`config.mk`:
```
export PLATFORM = sky130hd
export DESIGN_NAME = pipe_ctrl_unit
export DESIGN_NICKNAME = d
export VERILOG_FILES = /design/src/rtl/pipe_ctrl_unit.sv
export SDC_FILE = /design/constraint.sdc
export NUM_CORES = 1
export LEC_CHECK = 0
export ABC_AREA = 1
export BUFFER_PORTS_ARGS = -buffer_cell sky130_fd_sc_hd__clkbuf_2
export CAP_MARGIN = 20
export CORE_AREA = 10 10 74 63
export CTS_CLUSTER_DIAMETER = 60
export DETAILED_ROUTE_END_ITERATION = 8
export DIE_AREA = 0 0 84 73
export PLACE_DENSITY = 0.91
export SETUP_SLACK_MARGIN = 0.15
export SKIP_CTS_REPAIR_TIMING = 1
export SYNTH_ARGS = -nofsm -noshare
export SYNTH_HDL_FRONTEND = slang
export SYNTH_SLANG_ARGS = --single-unit
```
`constraint.sdc`:
```
create_clock -name clk -period 3.5 [get_ports clk]
set_input_delay 0.175 -clock clk [delete_from_list [all_inputs] [get_ports clk]]
set_output_delay 0.175 -clock clk [all_outputs]
set_load 0.05 [all_outputs]
```
`src/rtl/pipe_ctrl_unit.sv`:
```
// Pipelined control unit: decodes the ID opcode into a control word and carries it
// through ID/EX, EX/MEM and MEM/WB with load-use interlock, flush and illegal-op flagging.
module pipe_ctrl_unit #(
    parameter int OPC_W     = 4,
    parameter int REG_AW    = 6,
    parameter int INTERLOCK = 1
) (
    input  logic              clk,
    input  logic              rst,
    input  logic              id_valid,
    input  logic [OPC_W-1:0]  id_opcode,
    input  logic [REG_AW-1:0] id_rs,
    input  logic [REG_AW-1:0] id_rt,
    input  logic [REG_AW-1:0] id_rd,
    input  logic              flush,
    output logic              stall,
    output logic              illegal_op,
    output logic              ex_valid,
    output logic              ex_alu_src,
    output logic              ex_branch,
    output logic              ex_jump,
    output logic              ex_jump_mem,
    output logic              ex_svpc,
    output logic              ex_gen,
    output logic [1:0]        ex_alu_op,
    output logic [REG_AW-1:0] ex_rd,
    output logic              mem_valid,
    output logic              mem_read,
    output logic              mem_write,
    output logic              mem_regwrt,
    output logic              mem_memtoreg,
    output logic [REG_AW-1:0] mem_rd,
    output logic              wb_valid,
    output logic              wb_regwrt,
    output logic              wb_memtoreg,
    output logic [REG_AW-1:0] wb_rd
);

    logic              d_ill, d_rw, d_m2r, d_mrd, d_mwr, d_asrc;
    logic              d_br, d_jmp, d_jmem, d_svpc, d_gen;
    logic [1:0]        d_op;
    logic              use_rs, use_rt;
    logic [OPC_W-1:0]  opc_hi;

    // EX-stage controls that feed only the next stage and the hazard check
    logic              ex_mem_read, ex_mem_write, ex_regwrt, ex_memtoreg;

    logic              hazard, load;

    assign opc_hi = id_opcode >> 4;

    always_comb begin
        d_ill  = 1'b0;
        d_rw   = 1'b0;
        d_m2r  = 1'b0;
        d_mrd  = 1'b0;
        d_mwr  = 1'b0;
        d_asrc = 1'b0;
        d_br   = 1'b0;
        d_jmp  = 1'b0;
        d_jmem = 1'b0;
        d_svpc = 1'b0;
        d_gen  = 1'b0;
        d_op   = 2'b00;
        use_rs = 1'b0;
        use_rt = 1'b0;
        if (|opc_hi) begin
            d_ill = 1'b1;
        end else begin
            case (id_opcode[3:0])
                4'b0000: ;
                4'b1111: begin d_rw = 1'b1; d_svpc = 1'b1; d_gen = 1'b1; end
                4'b1110: begin
                    d_rw = 1'b1; d_m2r = 1'b1; d_mrd = 1'b1; d_asrc = 1'b1; use_rs = 1'b1;
                end
                4'b0011: begin d_mwr = 1'b1; d_asrc = 1'b1; use_rs = 1'b1; use_rt = 1'b1; end
                4'b0100: begin d_rw = 1'b1; use_rs = 1'b1; use_rt = 1'b1; end
                4'b0101: begin d_rw = 1'b1; d_asrc = 1'b1; d_op = 2'b10; use_rs = 1'b1; end
                4'b0110: begin d_rw = 1'b1; d_asrc = 1'b1; d_op = 2'b11; use_rs = 1'b1; end
                4'b0111: begin d_rw = 1'b1; d_op = 2'b01; use_rs = 1'b1; use_rt = 1'b1; end
                4'b1000: begin d_jmp = 1'b1; use_rs = 1'b1; end
                4'b1001: begin d_br = 1'b1; use_rs = 1'b1; end
                4'b1010: begin d_mrd = 1'b1; d_jmp = 1'b1; d_jmem = 1'b1; use_rs = 1'b1; end
                4'b1011: begin d_br = 1'b1; use_rs = 1'b1; end
                default: d_ill = 1'b1;
            endcase
        end
    end

    // JM reads memory for its target, not for a register, so it never interlocks
    assign hazard = (INTERLOCK != 0) & id_valid & ex_valid & ex_mem_read & ex_regwrt & ~ex_jump_mem
                  & ((use_rs & (id_rs == ex_rd)) | (use_rt & (id_rt == ex_rd)));

    assign stall = hazard & ~flush & ~rst;
    assign load  = id_valid & ~d_ill & ~flush & ~hazard;

    always_ff @(posedge clk or posedge rst) begin
        if (rst) begin
            illegal_op   <= 1'b0;
            ex_valid     <= 1'b0;
            ex_alu_src   <= 1'b0;
            ex_branch    <= 1'b0;
            ex_jump      <= 1'b0;
            ex_jump_mem  <= 1'b0;
            ex_svpc      <= 1'b0;
            ex_gen       <= 1'b0;
            ex_alu_op    <= 2'b00;
            ex_rd        <= '0;
            ex_mem_read  <= 1'b0;
            ex_mem_write <= 1'b0;
            ex_regwrt    <= 1'b0;
            ex_memtoreg  <= 1'b0;
            mem_valid    <= 1'b0;
            mem_read     <= 1'b0;
            mem_write    <= 1'b0;
            mem_regwrt   <= 1'b0;
            mem_memtoreg <= 1'b0;
            mem_rd       <= '0;
            wb_valid     <= 1'b0;
            wb_regwrt    <= 1'b0;
            wb_memtoreg  <= 1'b0;
            wb_rd        <= '0;
        end else begin
            illegal_op   <= id_valid & d_ill & ~flush;
            ex_valid     <= load;
            ex_alu_src   <= load & d_asrc;
            ex_branch    <= load & d_br;
            ex_jump      <= load & d_jmp;
            ex_jump_mem  <= load & d_jmem;
            ex_svpc      <= load & d_svpc;
            ex_gen       <= load & d_gen;
            ex_alu_op    <= load ? d_op : 2'b00;
            ex_rd        <= (load & d_rw) ? id_rd : '0;
            ex_mem_read  <= load & d_mrd;
            ex_mem_write <= load & d_mwr;
            ex_regwrt    <= load & d_rw;
            ex_memtoreg  <= load & d_m2r;
            mem_valid    <= ex_valid;
            mem_read     <= ex_mem_read;
            mem_write    <= ex_mem_write;
            mem_regwrt   <= ex_regwrt;
            mem_memtoreg <= ex_memtoreg;
            mem_rd       <= ex_rd;
            wb_valid     <= mem_valid;
            wb_regwrt    <= mem_regwrt;
            wb_memtoreg  <= mem_memtoreg;
            wb_rd        <= mem_rd;
        end
    end

endmodule

```
# Yosys cells after proc, flatten, opt, wreduce, memory -nomap -nowiden
# Index checks and enable logic that the tools add are counted.
[totals]
regBits = 39
[classes]
n_eq_ne = 13
bitwise_logic = 28
n_mux = 15
reduce_logical = 9
[ops]
columns = ["operator", "n"]
rows = [
  ["$eq A4 B4 Y1 const B", 6],
  ["$and A1 B1 Y1", 23],
  ["$eq A4 B3 Y1 const B", 4],
  ["$eq A6 B6 Y1", 2],
  ["$mux W1", 12],
  ["$reduce_or A12 Y1", 1],
  ["$reduce_or A10 Y1", 1],
  ["$mux W6", 1],
  ["$pmux W2 S3", 1],
  ["$reduce_or A2 Y1", 3],
  ["$reduce_or A6 Y1", 1],
  ["$eq A4 B2 Y1 const B", 1],
  ["$logic_not A4 Y1", 1],
  ["$not A1 Y1", 4],
  ["$reduce_or A4 Y1", 1],
  ["$reduce_or A3 Y1", 1],
  ["$mux W2", 1],
  ["$or A1 B1 Y1", 1],
]

# Logic depth before layout (Yosys ltp)
[logic_depth]
depth_word = 10
depth_mapped = 12

# Worst setup path after synthesis
# No wires, ideal clock.
[synth_timing]
path_type = "flip-flop to output port"
from = "register ex_rd[0]"
to = "output port stall"
required_time_ps = 3325
n_path_buf = 0
arrival_time_ps = 2226
stages_incl_launch_ff = 11
setup_slack_ps = 1099
path_cell_list = "dfrtp_1 > inv_1 > nand2_1 > nand2_1 > inv_1 > nand2_1 > nor2_1 > nand2_1 > nand2_1 > nand2_2 > nor3_1"
[synth_via]
elab_chain_len = 6
elab_cells_between_ends = 8
[synth_rtl]
columns = ["element", "line_no", "source"]
rows = [
  ["from (decl)", "26", "output logic [REG_AW-1:0] ex_rd,"],
  ["from (signal assigned)", "133", "ex_rd <= (load & d_rw) ? id_rd : '0;"],
  ["$eq A6 B6 Y1", "92", "& ((use_rs & (id_rs == ex_rd)) | (use_rt & (id_rt == ex_rd)));"],
  ["$and A1 B1 Y1", "92", ""],
  ["$or A1 B1 Y1 *", "92", ""],
  ["$and A1 B1 Y1 *", "92", ""],
  ["$and A1 B1 Y1 * (2 in series)", "94", "assign stall = hazard & ~flush & ~rst;"],
  ["to (decl)", "16", "output logic stall,"],
]
# Mark *: on every way between the ends. The rest lies on a longest branch, timed or not.

# Final worst setup path
[layout_timing]
from = "register ex_rd[2]"
to = "output port stall"
# The elaborated chain is that of the path after synthesis.

==> metrics.md <==
| Metric | Value |
|---|---|
| Outcome | `finished clean` |
| Top cell by count, worst path | `nand2_1` |
| Dpl hpwl | `2960 µm` |
| Max FO, Critical Path | `5` |
| Switching part of the total | `between 20% and 30%` |
| Total of max-cap violations | `0` |
| Reg area | `976 µm²` |
| Pleak | `0.00118 µW` |
| Vias in the first global route | `around 1300` |
| Crit path largest cell delay | `about 0.45 ns` |
| M1 GR Usage | `13.1%` |
| Fin util | `approximately three fifths` |
| Clock Skews | `0.00650 ns` |
| Post-layout instance area | `roughly 0.0020 mm²` |
| CTS tree | `yes` |
| Final Max Tran Viols | `0` |
| Clock sink total | `39` |
| I/O pins | `63` |
| DR vias/cell | `4.47` |
| Nets | `257` |
| Slowest CP cell | `dfrtp_1` |
| WP data required | `approximately 3.3 ns` |
| Total Die Area | `0.00613 mm²` |
| Net Sw Power | `roughly 240 µW` |
| Netlist cell types | `18` |
| Layout cells sized above 1 | `between 30% and 40%` |
| P per Cell Area | `439 mW/mm²` |
| Tot GR Track Use | `12.4%` |
| Port Buffers | `62` |
| Critical Path, Cell by Cell | `xnor2_1 -> nand2_1 -> nor2_1 -> nand2_1 -> nand2_1 -> nand2_2 -> nor3_1 -> clkbuf_2` |
| Maximum vdd ir drop | `0.000254 V` |
| Die Span Y | `73 µm` |
| Final setup viols | `0` |
| Core box area | `0.00328 mm²` |
| Crit path launch type | `flip-flop` |
| Grt ovf | `0` |
| Fillers | `286` |
| Tcrit/Tclk final | `55.6%` |
| CP Launch Point | `ex_rd[2]$_DFF_PP0_` |
| Worst R2R Start | `ex_rd[2]$_DFF_PP0_` |
| Antenna Violating Nets Remaining | `0` |
| Combinational power share | `between 10% and 20%` |
| Final Power | `867 µW` |
| Clk slew on worst S/H paths | `about 0.07 ns` |
| Placed Area | `roughly 0.0019 mm²` |
| Crit path kind | `reg2out` |
| Sequential share of power | `between 50% and 60%` |
| CP Capture Type | `output port` |
| Clk_lat worst skew | `0.29 ns` |
| Num CTS Buffers | `5` |
| Fin worst setup slack | `~1.6 ns` |
| Area growth, synth to finish | `28.4%` |
| Seq/Total Area, Yosys | `around 63%` |
| CTS Root Cell | `clkbuf_8` |
| Max-slew headroom | `43.0%` |
| Tmin final | `1.95 ns` |
| Arrival time at the worst endpoint | `around 1.8 ns` |
| Pre-CTS setup slack | `1.85 ns` |
| Multi-input logic area | `423 µm²` |
| Least-Margin Pin Slew | `0.854 ns` |
| Via count | `1225` |
| GP Congestion | `0.873` |
| Mean Syn Cell Area | `between 9 and 10 µm²` |
| Initial core utilization | `46.9%` |
| Busiest grt layer | `met2` |
| TritonRoute pass-1 iters | `4` |
| Met2 Usage GRT | `19.9%` |
| Fmax | `514 MHz` |
| Synth Register Bits | `39` |
| Residual DRC count | `0` |
| Setup_tns | `0 ns` |
| Starting DRT DRC Count | `42` |
| Largest net degree at the start of global routing | `25` |
| Reg2reg setup slack | `1.87 ns` |
| CTS Buffer Depth | `2` |
| H-Tree Depth | `2` |
| Die outline width | `84 µm` |
| Internal | `between 600 and 700 µW` |
| Net count after synthesis | `189` |
| Hold Fails Final Rpt | `0` |
| Synth warn | `0` |
| N_diodes | `0` |
| Class of the worst hold path | `in2async` |
| Synth Instances | `163` |
| Synth Cell Area | `0.00154 mm²` |
| Initial antenna violation count | `0` |
| GR Util met3 | `6.81%` |
| Clock Power Share | `33.6%` |
| Num rows | `19` |
| Total Wirelength | `3570 µm` |
| Wire per inst | `13.0 µm` |
| RSZ-0062 raised after global routing | `false` |
| First-pass GRT wire length | `between 6000 and 7000 µm` |
[stage by stage]
stage          std cells  hold WS, ns
2_1_floorplan        163        0.241
3_3_place_gp         266        0.337
3_5_place_dp         266        0.339
4_1_cts              274       0.0616
5_1_grt              274       0.0789
6_report             274       0.0527
[metal layers]
metal,up-vias,wire length [µm]
met3,8,360
met1,568,1510
met4,0,85
met5,-,0
li1,604,-
met2,45,1610
[cell usage in the layout (no fill, tap or decap)]
master	count
clkbuf_1	1
nand3_2	1
a21oi_1	1
nor2_4	1
nand2_1	40
nand2_2	2
nor2_2	8
clkbuf_2	62
nand4_1	1
inv_1	31
buf_4	1
clkbuf_8	5
clkinv_2	1
clkinvlp_4	1
inv_2	1
nand3_1	3
nor3b_2	1
dfrtp_1	39
xnor2_1	5
nor3_1	3
o21ai_1	1
nor2_1	23
[synthesized netlist by cell type]
cell type,count,area [µm²]
nand4_1,1,6.26
buf_6,1,11.3
nand3_2,1,10.0
dfrtp_1,39,976
inv_1,31,116
nor3_1,3,15.0
a21oi_1,1,5.00
nand2_2,2,12.5
nand2_1,40,150
nor2_2,8,50.1
nand3_1,3,15.0
o21ai_1,1,5.00
nor3b_2,1,12.5
nor2_4,1,11.3
nor2_1,23,86.3
xnor2_1,5,43.8
buf_4,1,7.51
inv_2,1,3.75
[state kept, by name, indices dropped and copies added (netlist names), 2 cells and up]
register,cells
wb_rd,6
ex_alu_op,2
mem_rd,6
ex_rd,6
[layout make-up]
type                            count  share of cell area (%)
Clock buffer                        6                    3.68
Clock inverter                      2                   0.634
Inverter                           32                    6.08
Multi-Input combinational cell     90                    21.4
Sequential cell                    39                    49.4
Tap cell                           42                    2.66
Timing Repair Buffer               63                    16.1
[path summary, 6_finish.rpt]
kind | endpoint | depth (start not counted)
max in group asynchronous | ex_rd[4]$_DFF_PP0_ | 3
worst min-delay path | mem_rd[0]$_DFF_PP0_ | 2
worst min register to register | mem_write$_DFF_PP0_ | 0
worst max-delay path | stall | 8
min in group clk | ex_rd[1]$_DFF_PP0_ | 3
worst max register to register | ex_memtoreg$_DFF_PP0_ | 8
[power by group through the flow]
| stage | clock, µW | combinational [µW] | sequential [µW] |
|---|---|---|---|
| finish | 291 | 110 | 466 |
| CTS | 299 | 112 | 466 |
| floorplan | 0 | 41.7 | 506 |
| global placement | 0 | 109 | 474 |
| detailed placement | 0 | 112 | 475 |
| global route | 316 | 123 | 467 |
[cell families after synthesis]
group / share of synthesized area (%)
AO/OA/AOI/OAI: 0.650
XOR/XNOR: 2.85
buffers and inverters: 9.03
flip-flops: 63.5
AND/OR/NAND/NOR: 24.0
[worst max-delay path: cells and delay by family, from the launching register on]
family        cells  cell delay [ns]
buf+inv           1             0.32
simple gates      6             0.54
xor+xnor          1             0.18
flops             1             0.45
Note: power is estimated with default switching activity, not from simulation.
